[src/rtl/coord_slew_limiter.sv]
// Per-axis slew limiter: each tick moves X/Y/Z toward the captured target by at most MAX_STEP, publishing 5 cycles after the tick.
// Optional macro SLEW_DEADBAND_EN: deltas within +/-DEADBAND are ignored and count as settled.
module coord_slew_limiter #(
  parameter int BIT_SIZE    = 10,
  parameter int CLK_FREQ    = 50_000_000,
  parameter int UPDATE_FREQ = 100,
  parameter int MAX_STEP    = 8,
  parameter int DEADBAND    = 2
) (
  input  logic                       clk,
  input  logic                       rst,
  input  logic signed [BIT_SIZE-1:0] x_in,
  input  logic signed [BIT_SIZE-1:0] y_in,
  input  logic signed [BIT_SIZE-1:0] z_in,
  input  logic                       hold,
  output logic signed [BIT_SIZE-1:0] x_out,
  output logic signed [BIT_SIZE-1:0] y_out,
  output logic signed [BIT_SIZE-1:0] z_out,
  output logic                       out_valid,
  output logic                       moving
);

  localparam int DIV = CLK_FREQ / UPDATE_FREQ;
  localparam int CW  = $clog2(DIV);
  localparam int DW  = BIT_SIZE + 1;
  localparam logic [CW-1:0]        DIV_M1     = CW'(DIV - 1);
  localparam logic signed [DW-1:0] MAX_STEP_W = DW'(MAX_STEP);
`ifdef SLEW_DEADBAND_EN
  localparam logic signed [DW-1:0] DEADBAND_W = DW'(DEADBAND);
`endif

  generate
    if (DIV < 8) begin : g_div_chk
      $error("coord_slew_limiter: CLK_FREQ/UPDATE_FREQ must be >= 8");
    end
    if (MAX_STEP < 1 || MAX_STEP > (2 ** (BIT_SIZE - 1)) - 1) begin : g_step_chk
      $error("coord_slew_limiter: MAX_STEP out of range");
    end
    if (DEADBAND < 0) begin : g_db_chk
      $error("coord_slew_limiter: DEADBAND must be non-negative");
    end
  endgenerate

  typedef enum logic [2:0] {
    S_IDLE, S_CAPTURE, S_STEP_X, S_STEP_Y, S_STEP_Z, S_PUBLISH
  } state_t;

  state_t state_q, state_d;
  logic [CW-1:0] cnt_q;
  logic          tick;
  logic signed [BIT_SIZE-1:0] cx_q, cy_q, cz_q;
  logic signed [BIT_SIZE-1:0] tx_q, ty_q, tz_q;
  logic signed [BIT_SIZE-1:0] x_out_q, y_out_q, z_out_q;
  logic                       out_valid_q, moving_q;
  logic signed [BIT_SIZE-1:0] cur_sel, tgt_sel, step_res;
  logic                       moving_d;

  // Difference is formed one bit wider so extreme targets cannot overflow.
  function automatic logic signed [DW-1:0] axis_diff(
    input logic signed [BIT_SIZE-1:0] cur,
    input logic signed [BIT_SIZE-1:0] tgt
  );
    axis_diff = $signed({tgt[BIT_SIZE-1], tgt}) - $signed({cur[BIT_SIZE-1], cur});
  endfunction

  function automatic logic signed [DW-1:0] abs_w(input logic signed [DW-1:0] d);
    abs_w = (d < 0) ? -d : d;
  endfunction

  function automatic logic axis_settled(
    input logic signed [BIT_SIZE-1:0] cur,
    input logic signed [BIT_SIZE-1:0] tgt
  );
`ifdef SLEW_DEADBAND_EN
    axis_settled = (abs_w(axis_diff(cur, tgt)) <= DEADBAND_W);
`else
    axis_settled = (cur == tgt);
`endif
  endfunction

  function automatic logic signed [BIT_SIZE-1:0] axis_step(
    input logic signed [BIT_SIZE-1:0] cur,
    input logic signed [BIT_SIZE-1:0] tgt
  );
    logic signed [DW-1:0] d;
    logic signed [DW-1:0] mag;
    logic signed [DW-1:0] nxt;
    d   = axis_diff(cur, tgt);
    mag = abs_w(d);
    if (axis_settled(cur, tgt)) begin
      nxt = {cur[BIT_SIZE-1], cur};
    end else if (mag <= MAX_STEP_W) begin
      nxt = {tgt[BIT_SIZE-1], tgt};
    end else if (d < 0) begin
      nxt = $signed({cur[BIT_SIZE-1], cur}) - MAX_STEP_W;
    end else begin
      nxt = $signed({cur[BIT_SIZE-1], cur}) + MAX_STEP_W;
    end
    axis_step = nxt[BIT_SIZE-1:0];
  endfunction

  assign tick = (cnt_q == DIV_M1);

  // One shared step datapath, steered by the current STEP_* state.
  always_comb begin
    cur_sel = cx_q;
    tgt_sel = tx_q;
    case (state_q)
      S_STEP_Y: begin cur_sel = cy_q; tgt_sel = ty_q; end
      S_STEP_Z: begin cur_sel = cz_q; tgt_sel = tz_q; end
      default:  begin cur_sel = cx_q; tgt_sel = tx_q; end
    endcase
    step_res = axis_step(cur_sel, tgt_sel);
  end

  assign moving_d = !axis_settled(cx_q, tx_q) || !axis_settled(cy_q, ty_q) ||
                    !axis_settled(cz_q, tz_q);

  always_comb begin
    state_d = state_q;
    case (state_q)
      S_IDLE:    if (tick && !hold) state_d = S_CAPTURE;
      S_CAPTURE: state_d = S_STEP_X;
      S_STEP_X:  state_d = S_STEP_Y;
      S_STEP_Y:  state_d = S_STEP_Z;
      S_STEP_Z:  state_d = S_PUBLISH;
      S_PUBLISH: state_d = S_IDLE;
      default:   state_d = S_IDLE;
    endcase
  end

  always_ff @(posedge clk) begin
    if (rst) begin
      state_q     <= S_IDLE;
      cnt_q       <= '0;
      cx_q        <= '0;
      cy_q        <= '0;
      cz_q        <= '0;
      tx_q        <= '0;
      ty_q        <= '0;
      tz_q        <= '0;
      x_out_q     <= '0;
      y_out_q     <= '0;
      z_out_q     <= '0;
      out_valid_q <= 1'b0;
      moving_q    <= 1'b0;
    end else begin
      state_q     <= state_d;
      cnt_q       <= tick ? '0 : cnt_q + CW'(1);
      out_valid_q <= (state_q == S_PUBLISH);
      case (state_q)
        S_CAPTURE: begin
          tx_q <= x_in;
          ty_q <= y_in;
          tz_q <= z_in;
        end
        S_STEP_X: cx_q <= step_res;
        S_STEP_Y: cy_q <= step_res;
        S_STEP_Z: cz_q <= step_res;
        S_PUBLISH: begin
          x_out_q  <= cx_q;
          y_out_q  <= cy_q;
          z_out_q  <= cz_q;
          moving_q <= moving_d;
        end
        default: ;
      endcase
    end
  end

  assign x_out     = x_out_q;
  assign y_out     = y_out_q;
  assign z_out     = z_out_q;
  assign out_valid = out_valid_q;
  assign moving    = moving_q;

endmodule

[config.mk]
export PLATFORM = sky130hd
export DESIGN_NAME = coord_slew_limiter
export DESIGN_NICKNAME = d
export VERILOG_FILES = /design/src/rtl/coord_slew_limiter.sv
export SDC_FILE = /design/constraint.sdc
export NUM_CORES = 1
export LEC_CHECK = 0
export BUFFER_PORTS_ARGS = -buffer_cell sky130_fd_sc_hd__buf_2
export CAP_MARGIN = 10
export CELL_PAD_IN_SITES_DETAIL_PLACEMENT = 2
export CELL_PAD_IN_SITES_GLOBAL_PLACEMENT = 2
export CORE_MARGIN = 2
export CORE_UTILIZATION = 25
export DETAILED_ROUTE_END_ITERATION = 10
export PLACE_DENSITY = 0.63
export SLEW_MARGIN = 20
export SYNTH_ARGS = -nofsm -noshare
export SYNTH_HDL_FRONTEND = slang
export SYNTH_SLANG_ARGS = --single-unit
[constraint.sdc]
create_clock -name clk -period 5.9 [get_ports clk]
set_input_delay 0.295 -clock clk [delete_from_list [all_inputs] [get_ports clk]]
set_output_delay 0.295 -clock clk [all_outputs]
set_load 0.01 [all_outputs]
==> flow_metrics.py <==
metrics = {
    "worst_setup_path": {
        "path_max_fanout": 13,
        "arrival_ps": 5730,
        "critPathRequiredTime_ps": 6230,
        "start_kind": "flop",
        "path_cells": "buf_4 > nand3b_2 > and3_1 > a221oi_1 > inv_1 > ha_1 > inv_1 > a311oi_1 > nand4_1 > o211ai_1 > nand2_1 > o21ai_1 > nand2_1 > ha_1 > a21o_1 > and3_1 > a2111oi_0 > xnor2_1 > mux2i_1 > a22oi_1 > a211oi_1",
        "slowest_stage": "dfxtp_1",
        "cp-end-kind": "flop",
        "setup.worst_path.class": "reg2reg",
        "max_stage_delay_ps": 490,
    },
    "sta": {
        "worst_pin_slew_ps": 922.4,
        "fin_skew_ps": 11.87,
        "slew_headroom_pct": 38.03,
        "rsz0062_at_grt": "no",
        "fmax_ghz": 0.1850,
        "postLayoutSetupSlackWorst_ps": 495.5,
        "post-route-min-period_ps": 5404,
        "slew_viol_final": 0,
        "period_share_pct": 91.60,
        "setup-tns-final_ps": 0,
        "setup_viol": 0,
        "finalHoldViolCount": 0,
    },
    "global_routing": {
        "grt.total_usage_pct": 18.39,
        "grt_pass1_vias": 6533,
        "grt_max_degree": 80,
        "grt_first_pass_wirelength_um": 37810,
        "overflow": 0,
        "antenna_found_initial": 0,
    },
    "floorplanning": {
        "fp.dieW_um": 163.6,
        "die_h_um": 163.6,
        "die_area_mm2": 0.02676,
        "io_pins": 65,
        "start_util_pct": 25.35,
        "core_mm2": 0.02511,
        "num_rows": 58,
    },
    "routing": {
        "wirelength_um": 23820,
        "vias": 6133,
        "dr.pass1.iters": 4,
        "drt-initial-drc-count": 252,
        "ant_nets": 0,
        "drc_errors": 0,
        "vias_per_cell": 5.064,
        "wl_per_cell_um": 19.67,
    },
    "logic_synthesis": {
        "yosysSeqAreaShare_pct": 35.85,
        "yosys_warnings": 0,
        "synthCells": 810,
        "synth_top_area_share_pct": 35.85,
        "synth_edf_count": 0,
        "ys_ff_latch": 114,
        "syn-num-nets": 856,
        "syn_area_mm2": 0.006366,
        "synth.avg_cell_area_um2": 7.859,
        "synth_top_area_cell": "dfxtp_1",
        "ys_top_cells_by_area": "dfxtp_1 36%, nand2_1 11%, a21oi_1 5.9%",
        "async_flop_share_pct": 0,
        "synthDistinctLibCells": 78,
        "synth_ff_type": "dfxtp_1",
    },
    "finish": {
        "n_fill_cell": 2967,
        "layout_commonest_cell": "nand2_1",
        "antennaDiodeCount": 0,
        "drive_gt1_share_pct": 17.03,
        "layout_common_cells": "183 x nand2_1, 114 x dfxtp_1, 75 x a21oi_1",
        "areaGrowthSynthToFinish_pct": 21.32,
        "finalNetCount": 914,
        "final_core_util_pct": 30.76,
    },
    "pwr": {
        "power_density_mw_per_mm2": 253.4,
        "ir_drop_mv": 0.1839,
        "power.leakage_nw": 2.952,
    },
    "job": {
        "drv_cap": 0,
    },
    "placement": {
        "post-dp-hpwl_um": 17630,
        "numPortBuffers": 64,
        "pre_cts_slack_ps": 387.6,
        "globalplace.congestion": 0.7886,
    },
    "hold_path": {
        "hold_class": "in2reg",
    },
    "outcome": {
        "status": "complete, no violations",
    },
    "clock_tree": {
        "clk_latency_ps": 420,
        "cts_max_path_buffers": 2,
        "htreeDepth": 4,
        "clk_pin_slew_ps": 60,
        "cts_root_buffer": "clkbuf_16",
        "post_cts_buffers": 0,
        "cts_hold_buf": 0,
        "clock-sinks": 114,
        "cts_resized": 0,
        "cts_buffers": 17,
        "cts_tree": "built",
    },
}
Yosys cell counts (7+ instances only):
cell type / number
o221ai_1: 7
dfxtp_1: 114
nand2_1: 183
nor3b_1: 11
nand3_1: 29
xor2_1: 31
a22oi_1: 8
a21oi_1: 75
a211oi_1: 16
inv_1: 15
and3_1: 8
o21ai_1: 10
xnor2_1: 29
o22ai_1: 12
o21ai_0: 11
nand4_1: 8
nor2_1: 59
ha_1: 13
clkbuf_1: 33
layer usage:
layer  share of wire (%)  vias up  global-route usage, %
li1                    -     2984                      -
met1                  48     3060                  24.60
met2                  48       77                  31.03
met3                 2.9       12                  3.073
met4                0.89        0                  4.027
met5                   0        -                      0
critical path, delay by kind of cell (launching register included):
family,cells,cell delay (ps)
compound gates,8,2030
simple gates,6,1200
fa+ha+maj,2,740
flops,1,490
buf+inv,3,440
mux,1,250
xor+xnor,1,200
final timing paths:
path	startpoint	endpoint	slack, ps	cells after the start
worst max-delay path	state_q[1]	cz_q[9]	500	21
worst min-delay path	z_in[9]	tz_q[9]	120	3
worst max register to register	state_q[1]	cz_q[9]	500	21
worst min register to register	z_out[4]	z_out[4]	450	2
kinds of logic after synthesis:
group           Yosys count  share of synthesized area, %
fa+ha+maj                13                         2.555
buf+inv                  58                         3.852
compound gates          200                         21.58
xor+xnor                 62                         8.766
simple gates            353                         25.75
flops                   114                         35.85
mux                      10                         1.651
where the power goes:
part	total, W	leakage [nW]	switching [W]	internal, W
Sequential	0.000773	0.918	0.00000152	0.000772
Clock	0.00115	0.312	0.000398	0.000757
Combinational	0.0000293	1.72	0.0000186	0.0000107
sequential cells by signal, summed over array words and instances (netlist names):
register / cells
z_out: 10
tz_q: 10
state_q: 3
y_out: 10
cy_q: 10
tx_q: 10
moving: 1
x_out: 10
out_valid: 1
ty_q: 10
cz_q: 10
cx_q: 10
cnt_q: 19
per-stage QoR:
stage                     cell area [um^2]  hold WS [ps]  power [W]  instances
final                                 7724         120.4   0.001957       1211
after detailed placement              7066         450.2  0.0008202       1179
after global routing                  7724         105.2   0.002026       1211
after floorplan                       6366         430.2  0.0008036        810
after global placement                7066         443.9  0.0008208       1179
after CTS                             7721         101.7   0.001988       1211
layout make-up:
| class | instances | area [um^2] | share of cell area [%] |
|---|---|---|---|
| Clock buffer | 18 | 429.2 | 5.556 |
| Inverter | 15 | 56.30 | 0.7290 |
| Tap cell | 330 | 412.9 | 5.346 |
| Clock inverter | 14 | 226.5 | 2.932 |
| Timing Repair Buffer | 82 | 455.4 | 5.897 |
| Sequential cell | 114 | 2282 | 29.55 |
| Multi-Input combinational cell | 638 | 3861 | 49.99 |
Power figures use the tool's default switching activity.
